## src/rtl/sram_1rw_port_ctrl.sv

```systemverilog
// sram_1rw_port_ctrl
// Schedules an independent write channel and read channel onto the single RW
// port of a 1-cycle-latency SRAM macro. Arbitration between the two channels
// is round-robin. Read data is captured into a 2-entry response queue.
// Read grants are throttled by a credit check, so the queue can never overflow.
//
// Optional feature: define SRAM_CTRL_RESP_BYPASS_EN to forward macro read data
// straight to the response port. Forwarding happens when the queue is empty and
// the consumer is ready, which gives a 1-cycle read latency. Without the macro,
// every response is registered and the read latency is 2 cycles.
module sram_1rw_port_ctrl #(
  parameter int unsigned ADDR_W = 2,
  parameter int unsigned DATA_W = 334
) (
  input  logic              clock,
  input  logic              reset_n,
  input  logic              w_valid,
  output logic              w_ready,
  input  logic [ADDR_W-1:0] w_addr,
  input  logic [DATA_W-1:0] w_data,
  input  logic              r_valid,
  output logic              r_ready,
  input  logic [ADDR_W-1:0] r_addr,
  output logic              resp_valid,
  input  logic              resp_ready,
  output logic [DATA_W-1:0] resp_data,
  output logic              sram_en,
  output logic              sram_wmode,
  output logic [ADDR_W-1:0] sram_addr,
  output logic              sram_wmask,
  output logic [DATA_W-1:0] sram_wdata,
  input  logic [DATA_W-1:0] sram_rdata
);

  typedef enum logic {
    GRANT_WRITE = 1'b0,
    GRANT_READ  = 1'b1
  } grant_e;

  // Response queue storage: two slots addressed by a head pointer and an occupancy count.
  logic [DATA_W-1:0] slot_q [2];
  logic [DATA_W-1:0] slot_d [2];
  logic              head_q;
  logic              head_d;
  logic [1:0]        count_q;
  logic [1:0]        count_d;

  // A read was granted last cycle, so its data is on sram_rdata this cycle.
  logic              inflight_q;
  logic              inflight_d;

  // The channel that won the most recent grant. A tie goes to the other channel.
  grant_e            last_grant_q;
  grant_e            last_grant_d;

  logic              bypass_s;
  logic              q_pop_s;
  logic              q_push_s;
  logic              resp_take_s;
  logic [2:0]        credit_used_s;
  logic              rd_ok_s;
  logic              w_elig_s;
  logic              r_elig_s;
  logic              w_gnt_s;
  logic              r_gnt_s;
  logic              tail_s;

  // Response port: present the queue head, or forward live macro data when bypass is enabled.
  always_comb begin
    bypass_s   = 1'b0;
    resp_valid = 1'b0;
    resp_data  = '0;
    q_pop_s    = 1'b0;
    if (count_q != 2'd0) begin
      resp_valid = 1'b1;
      resp_data  = slot_q[head_q];
      q_pop_s    = resp_ready;
    end else begin
`ifdef SRAM_CTRL_RESP_BYPASS_EN
      if (inflight_q && resp_ready) begin
        bypass_s   = 1'b1;
        resp_valid = 1'b1;
        resp_data  = sram_rdata;
      end else begin
        bypass_s   = 1'b0;
      end
`else
      bypass_s = 1'b0;
`endif
    end
    // Data that is forwarded directly is consumed on the spot and never enters the queue.
    q_push_s    = inflight_q && !bypass_s;
    resp_take_s = resp_valid && resp_ready;
  end

  // Credit check: queued responses plus the in-flight read, less any response
  // consumed this cycle, must leave room for one more read.
  always_comb begin
    credit_used_s = {1'b0, count_q} + {2'b00, inflight_q} - {2'b00, resp_take_s};
    rd_ok_s       = (credit_used_s < 3'd2);
  end

  // Round-robin arbitration. No channel is granted while reset is asserted.
  always_comb begin
    w_elig_s = reset_n && w_valid;
    r_elig_s = reset_n && r_valid && rd_ok_s;
    w_gnt_s  = 1'b0;
    r_gnt_s  = 1'b0;
    if (w_elig_s && r_elig_s) begin
      case (last_grant_q)
        GRANT_WRITE: r_gnt_s = 1'b1;
        GRANT_READ:  w_gnt_s = 1'b1;
        default:     r_gnt_s = 1'b1;
      endcase
    end else if (w_elig_s) begin
      w_gnt_s = 1'b1;
    end else if (r_elig_s) begin
      r_gnt_s = 1'b1;
    end else begin
      w_gnt_s = 1'b0;
      r_gnt_s = 1'b0;
    end
  end

  assign w_ready = w_gnt_s;
  assign r_ready = r_gnt_s;

  // Drive the macro port from the granted channel in the grant cycle. All macro outputs are 0 when idle.
  always_comb begin
    sram_en    = 1'b0;
    sram_wmode = 1'b0;
    sram_addr  = '0;
    sram_wmask = 1'b0;
    sram_wdata = '0;
    if (w_gnt_s) begin
      sram_en    = 1'b1;
      sram_wmode = 1'b1;
      sram_addr  = w_addr;
      sram_wmask = 1'b1;
      sram_wdata = w_data;
    end else if (r_gnt_s) begin
      sram_en    = 1'b1;
      sram_wmode = 1'b0;
      sram_addr  = r_addr;
      sram_wmask = 1'b0;
      sram_wdata = w_data;
    end else begin
      sram_en    = 1'b0;
    end
  end

  // Next-state logic: push returning read data, pop on handshake, and track the in-flight read and the last winner.
  always_comb begin
    slot_d       = slot_q;
    head_d       = head_q;
    count_d      = count_q;
    last_grant_d = last_grant_q;
    inflight_d   = r_gnt_s;
    // The pre-pop tail is correct even when a push and a pop happen together:
    // at count 1 the new entry lands opposite the head, and the head then moves onto it.
    tail_s       = head_q ^ count_q[0];

    if (q_push_s) begin
      slot_d[tail_s] = sram_rdata;
    end else begin
      slot_d[tail_s] = slot_q[tail_s];
    end

    if (q_pop_s) begin
      head_d = ~head_q;
    end else begin
      head_d = head_q;
    end

    case ({q_push_s, q_pop_s})
      2'b10:   count_d = count_q + 2'd1;
      2'b01:   count_d = count_q - 2'd1;
      default: count_d = count_q;
    endcase

    if (w_gnt_s) begin
      last_grant_d = GRANT_WRITE;
    end else if (r_gnt_s) begin
      last_grant_d = GRANT_READ;
    end else begin
      last_grant_d = last_grant_q;
    end
  end

  // State registers. Reset discards the queue contents and any in-flight read.
  always_ff @(posedge clock or negedge reset_n) begin
    if (!reset_n) begin
      slot_q[0]    <= '0;
      slot_q[1]    <= '0;
      head_q       <= 1'b0;
      count_q      <= 2'd0;
      inflight_q   <= 1'b0;
      last_grant_q <= GRANT_WRITE;
    end else begin
      slot_q       <= slot_d;
      head_q       <= head_d;
      count_q      <= count_d;
      inflight_q   <= inflight_d;
      last_grant_q <= last_grant_d;
    end
  end

endmodule
```

## config.mk

```make
export PLATFORM = sky130hd
export DESIGN_NAME = sram_1rw_port_ctrl
export DESIGN_NICKNAME = d
export VERILOG_FILES = /design/src/rtl/sram_1rw_port_ctrl.sv
export SDC_FILE = /design/constraint.sdc
export NUM_CORES = 1
export LEC_CHECK = 0
export ABC_AREA = 1
export CELL_PAD_IN_SITES_DETAIL_PLACEMENT = 0
export CELL_PAD_IN_SITES_GLOBAL_PLACEMENT = 1
export CORE_AREA = 2 2 527 529
export DETAILED_ROUTE_END_ITERATION = 6
export DIE_AREA = 0 0 529 531
export PLACE_DENSITY_LB_ADDON = 0.08
export SYNTH_ARGS = -nofsm -noshare
export SYNTH_HDL_FRONTEND = slang
export SYNTH_SLANG_ARGS = --single-unit
```

## constraint.sdc

```tcl
create_clock -name clock -period 4.3 [get_ports clock]
set_input_delay 1.29 -clock clock [delete_from_list [all_inputs] [get_ports clock]]
set_output_delay 1.29 -clock clock [all_outputs]
set_load 0.005 [all_outputs]
```

==> metrics.cfg, run 1 <==
[drt]
wl_per_cell_microns = 33.0
num_vias = 37200
drc_errors = 0
viasPerCell = 3.98
wl_microns = 308000
antenna_left = 0
dr.pass1.iters = 6
drt-initial-drc-count = 2623

[die]
rows = 193
die_area_sq_mm = 0.281
core_area_sq_mm = 0.275
die_h_microns = 531
num_io_pins = 1353
start_util_pct = 12.6
die_w_microns = 529

[synth]
avgSynthCellArea_sq_um = 8.53
yosysTopAreaCell = dfrtp_1
yosysSeqAreaShare_pct = 48.5
synth_seq_cells = 673
yosys-top-cells-area = dfrtp_1, o21ai_0, a22oi_2
synth-async-reset-ratio_pct = 100
synth_common_cells = dfrtp_1, o21ai_0, inv_1, nand2_1, a21oi_1
synthCells = 4071
synth-main-ff-cell = dfrtp_1
syn-cell-area_sq_mm = 0.0347
yosysUniqueCellTypes = 26
yosysMostFrequentCell = dfrtp_1
yosys_warnings = 0
yosys.area.top_type_share_pct = 48.5
syn-num-nets = 4749
synth-edff-count = 0

[pwr]
p_per_area_mw_per_mm2 = 797
peakVddDrop_mv = 0.740
p_leak_nw = 25.6

[clocking]
cts_buffers = 98
htreeDepth = 3
path_clk_slew_ps = 50
cts_tree = done
cts_hold_buf = 0
clockBufferDepth = 3
cts_sinks = 673
clk_latency_ps = 770
root_buffer = clkbuf_16

[layout]
final_area_sq_mm = 0.0599
fill_cells = 30400
drive_gt1_share_pct = 23.5
syn_to_final_growth_pct = 72.5
fin_nets = 6180
stdcell_count = 9329

[setup_path]
arrival_ps = 3500
cpPeakStageDelay_ps = 530
critical_path_required_ps = 3010
crit_type = in -> out
path_cells = buf_12 -> inv_6 -> nor2_4 -> nand2_2 -> nand2_2 -> nand2_2 -> fa_1 -> inv_2 -> nor2_4 -> buf_12 -> nand2_8 -> buf_12 -> buf_6 -> buf_16 -> a21boi_1 -> buf_2
cp_slowest_cell = fa_1
crit_fanout = 9
path_buf_inv = 8
path_delay_family = buffers and inverters
crit_path_start_kind = input pin
endpoint_kind = output pin

[placed_design]
place_area_sq_mm = 0.0552
portBuffers = 1352
dp.cells = 8962
place_hpwl_microns = 234000
place.gp.congestion = 0.917

[grt]
grt_use_total_pct = 21.1
grt_pass1_wl_microns = 391000
antenna_found_initial = 253
grt_pass1_vias = 37100
grt_overflow_total = 0
grt_max_degree = 136

[timing]
max_freq_mhz = 209
period_share_pct = 111
drv_slew = 0
rsz0062_at_grt = true
setup_ws_ps = -490
fin_tns_setup_ps = -146540
min_period_ps = 4790
timing_hold_violations_final = 0
setup_viol = 598
worst-slew-pin-transition_ps = 1050
fin_skew_ps = 36.3
holdWs_ps = 464
relSlewSlack_pct = 30.0

[run_status]
violations = setup timing
status = finished, violations left

[run]
max_cap_violations = 0

[min_path]
hold_path_class = reg -> reg

[cells in the final DEF, fill, tap and decap left out, types with 14 or more instances in the layout]
master	n
clkbuf_8	18
a21boi_0	38
clkdlybuf4s50_1	961
dfrtp_1	670
clkbuf_2	22
a22oi_2	200
nand3_1	41
dlygate4sd2_1	31
buf_12	174
buf_16	14
clkbuf_1	33
buf_2	157
a21boi_1	67
nor2_1	266
diode_2	141
a22oi_1	64
inv_1	604
a21oi_1	333
buf_6	26
o21ai_0	664
nand2_1	451
buf_8	16
clkbuf_16	105
clkdlybuf4s15_2	23
a21boi_2	209
a21boi_4	20
o22ai_1	34
buf_4	264
[final cells by class]
class	instances	area, sq um	share of cell area [%]
timing repair buffer	1699	17700	29.5
inverter	613	2330	3.89
clock inverter	30	469	0.783
antenna	141	353	0.589
clock buffer	149	2820	4.72
sequential	673	16800	28.1
tap	3607	4510	7.54
multi-input combinational	2417	14900	24.9
[worst register-to-register path: cells and delay by family (launching register included)]
kind	cells	cell delay, ps
and+or+nand+nor	2	330
buffers and inverters	6	2950
DFF	1	500
AOI/OAI and AO/OA	1	90
[sequential cells by signal (all words and copies together) (netlist names)]
name and flops:
count_q 2, head_q 1, inflight_q 1, last_grant_q 1, slot_q 668
[per-stage QoR]
step	utilization [%]	total power, mW	setup slack (ps)
3_3_place_gp	20.1	38.6	-1740
3_5_place_dp	20.1	38.6	-1730
2_1_floorplan	-	21.8	3.46
4_1_cts	21.5	48.3	-497
6_report	21.8	47.8	-490
5_1_grt	21.7	51.0	-621
[metal layers]
layer | share of wire, % | global-route usage (%)
met2 | 46 | 33.8
met4 | 6.7 | 13.2
met5 | 0.28 | 0
met1 | 37 | 22.6
met3 | 10 | 9.30
[cell families (layout without fill, tap and decap cells)]
| group | after synthesis | after routing | synth area share (%) |
|---|---|---|---|
| AND/OR/NAND/NOR | 777 | 778 | 8.64 |
| AO/OA/AOI/OAI | 1637 | 1637 | 30.9 |
| XOR/XNOR | 1 | 1 | 0.0252 |
| flip-flops | 673 | 673 | 48.5 |
| other | 0 | 141 | 0 |
| adder cells (fa/ha/maj) | 1 | 1 | 0.0576 |
| buffers and inverters | 982 | 2491 | 11.9 |
[final timing paths]
check                                  from               to  slack, ps  cells after the start
worst max register to register   inflight_q      slot_q[190]        370                      9
max in group asynchronous           reset_n       slot_q[62]       1440                      4
min in group asynchronous           reset_n      slot_q[594]        650                      2
worst max-delay path             resp_ready  sram_wdata[210]       -490                     16
worst min register to register  slot_q[653]      slot_q[653]        460                      2
worst min-delay path            slot_q[653]      slot_q[653]        460                      2
[where the power goes]
| part | switching [mW] | internal [mW] |
|---|---|---|
| Clock | 3.54 | 4.97 |
| Combinational | 17.2 | 11.6 |
| Sequential | 1.05 | 9.34 |
[what timing repair did]
item,in CTS,in global routing
resized for setup,1242,376
buffers inserted,20,23
gates cloned,13,9
endpoints found under the setup margin,625,629
pin swaps,19,26
No activity file was read; power rests on OpenSTA's default activity.
==> inputs of run 2 (changes only) <==
--- a/config.mk
+++ b/config.mk
@@ -6,11 +6,11 @@
 export NUM_CORES = 1
 export LEC_CHECK = 0
 export ABC_AREA = 1
-export CELL_PAD_IN_SITES_DETAIL_PLACEMENT = 0
-export CELL_PAD_IN_SITES_GLOBAL_PLACEMENT = 1
-export CORE_AREA = 2 2 527 529
+export CELL_PAD_IN_SITES_DETAIL_PLACEMENT = 1
+export CELL_PAD_IN_SITES_GLOBAL_PLACEMENT = 2
+export CORE_AREA = 2 2 522 524
 export DETAILED_ROUTE_END_ITERATION = 6
-export DIE_AREA = 0 0 529 531
+export DIE_AREA = 0 0 524 526
 export PLACE_DENSITY_LB_ADDON = 0.08
 export SYNTH_ARGS = -nofsm -noshare
 export SYNTH_HDL_FRONTEND = slang
==> run 2 against run 1 <==
Net effect: the run still ends with setup timing left; sequential share of layout area down 1.6 points; core utilization increased by 1.8 points; highest routed layer unchanged; count of clock-buffer cells in the layout shrank 1; final area grew 6.2%; first-iteration DRC count decreased by 19%; routed wire length up 18%; die area decreased by 1.9%; sequential cell count stayed put.
==> metrics.cfg, run 2 (synthesis gave the netlist of run 1 again) <==
[setup_path]
r2r_cells = 38
arrival_ps = 3840
path_cells = buf_12 -> buf_6 -> nand2_4 -> nand2_4 -> buf_6 -> nand2_4 -> nand2_4 -> fa_1 -> inv_2 -> nor2_4 -> nand2_8 -> buf_16 -> buf_16 -> buf_12 -> buf_16 -> a21boi_4 -> buf_12
cpPeakStageDelay_ps = 560
r2r_slack_ps = -580
path_delay_family = buffers and inverters
endpoint_kind = output pin
crit_top_cell = nand2_4
crit_type = in -> out
reg2reg_from = count_q[0]
cp_slowest_cell = fa_1
crit_fanout = 7
path_buf_inv = 9
critical_path_required_ps = 3010
crit_cells = 17
rr_endpoint = count_q[0]
crit_path_start_kind = input pin

[drt]
viasPerCell = 4.03
num_vias = 38000
drc_errors = 0
drt-initial-drc-count = 2123
antenna_left = 0
wl_microns = 363000
wl_per_cell_microns = 38.4
dr.pass1.iters = 5

[die]
start_util_pct = 12.9
core_area_sq_mm = 0.270
num_io_pins = 1353
die_w_microns = 524
rows = 191
die_area_sq_mm = 0.276
die_h_microns = 526

[pwr]
p_per_area_mw_per_mm2 = 812
power_mw = 51.6
peakVddDrop_mv = 0.585
p_leak_nw = 27.4

[timing]
period_share_pct = 119
max_freq_mhz = 195
setup_viol = 537
rsz0062_at_grt = true
timing_hold_violations_final = 0
setup_ws_ps = -829
fin_skew_ps = 79.3
worst-slew-pin-transition_ps = 1010
holdWs_ps = 466
min_period_ps = 5130
relSlewSlack_pct = 32.5
drv_slew = 0

[layout]
final_common_cell = clkdlybuf4s50_1
multi_input_area_sq_mm = 0.0155
top_regs = slot_q x668, count_q x2
register_area_sq_mm = 0.0169
layout_common_cells = clkdlybuf4s50_1, dfrtp_1, o21ai_0
drive_gt1_share_pct = 26.2
syn_to_final_growth_pct = 83.1
fill_cells = 30800
regMostFlops = slot_q
largest_reg_flops = 668
fin_nets = 6300

[placed_design]
portBuffers = 1352
place.gp.congestion = 1.18
place_hpwl_microns = 289000

[min_path]
min_from = slot_q[618]
hold_end = slot_q[618]
hold_path_class = reg -> reg
min_path_cells = 2

[run_status]
status = finished, violations left
violations = setup timing

[clocking]
path_clk_slew_ps = 50
htreeDepth = 3
cts_hold_buf = 0
cts_sinks = 673
root_buffer = clkbuf_16
cts_tree = done
clk_latency_ps = 750
clockBufferDepth = 3
cts_buffers = 97

[run]
max_cap_violations = 0

[grt]
grt_pass1_wl_microns = 456000
antenna_found_initial = 246
grt_max_degree = 147
grt_use_total_pct = 25.5
grt_overflow_total = 0
grt_pass1_vias = 39500

run 2: worst max path at each step:
stage,from,slack [ps],to
4_1_cts,resp_ready,-850,sram_wdata[177]
2_1_floorplan,resp_ready,3,sram_wdata[292]
3_5_place_dp,resp_ready,-2290,sram_wdata[109]
3_3_place_gp,resp_ready,-2470,sram_wdata[109]
6_report,resp_ready,-830,sram_wdata[120]
5_1_grt,resp_ready,-890,sram_wdata[91]
run 2: final cells by class:
class | instances | area share [%]
multi-input cells | 2416 | 24.3
clock buffers | 148 | 4.51
well taps | 3570 | 7.02
flip-flops and latches | 673 | 26.5
clock inverters | 26 | 0.575
diodes | 178 | 0.700
inverters | 613 | 3.66
repair buffers | 1821 | 32.7
run 2: metal layers:
layer | part of all wire (%) | up-vias | track usage, % | wire, microns
met4 | 3.0 | 164 | 6.84 | 11000
met1 | 41 | 19300 | 31.0 | 148000
met5 | 0.29 | - | 0 | 1070
met3 | 10 | 536 | 11.5 | 37700
met2 | 45 | 1342 | 40.3 | 165000
li1 | - | 16700 | - | -
run 2: power by group:
part	total, mW	internal [mW]	switching, mW
clock network	8.25	4.79	3.45
logic	33.0	13.2	19.8
registers	10.4	9.34	1.08
total	51.6	27.3	24.3
run 2: worst register-to-register path: cells and delay by family (launching register included):
kind | cells | cell delay (ps)
buffers and inverters | 33 | 3990
flip-flops | 1 | 470
AND/OR/NAND/NOR | 5 | 320
run 2: through the flow:
step	worst slack, ps	cells	setup TNS (ps)	utilization (%)	instance area (sq um)
global placement	-2470	9004	-565530	21.2	57200
global route	-891	9360	-329440	23.5	63400
finish	-829	9445	-252310	23.6	63600
detailed placement	-2290	9004	-536150	21.2	57200
CTS	-850	9244	-301370	23.0	62100
floorplan	3.46	4071	0	-	34900
run 2: repair_timing:
action                                  4_1_cts  5_1_grt
setup buffers                                69       35
gates cloned                                 12        9
pin swaps                                    41       40
endpoints found under the setup margin      651      653
resized for setup                          1021      505
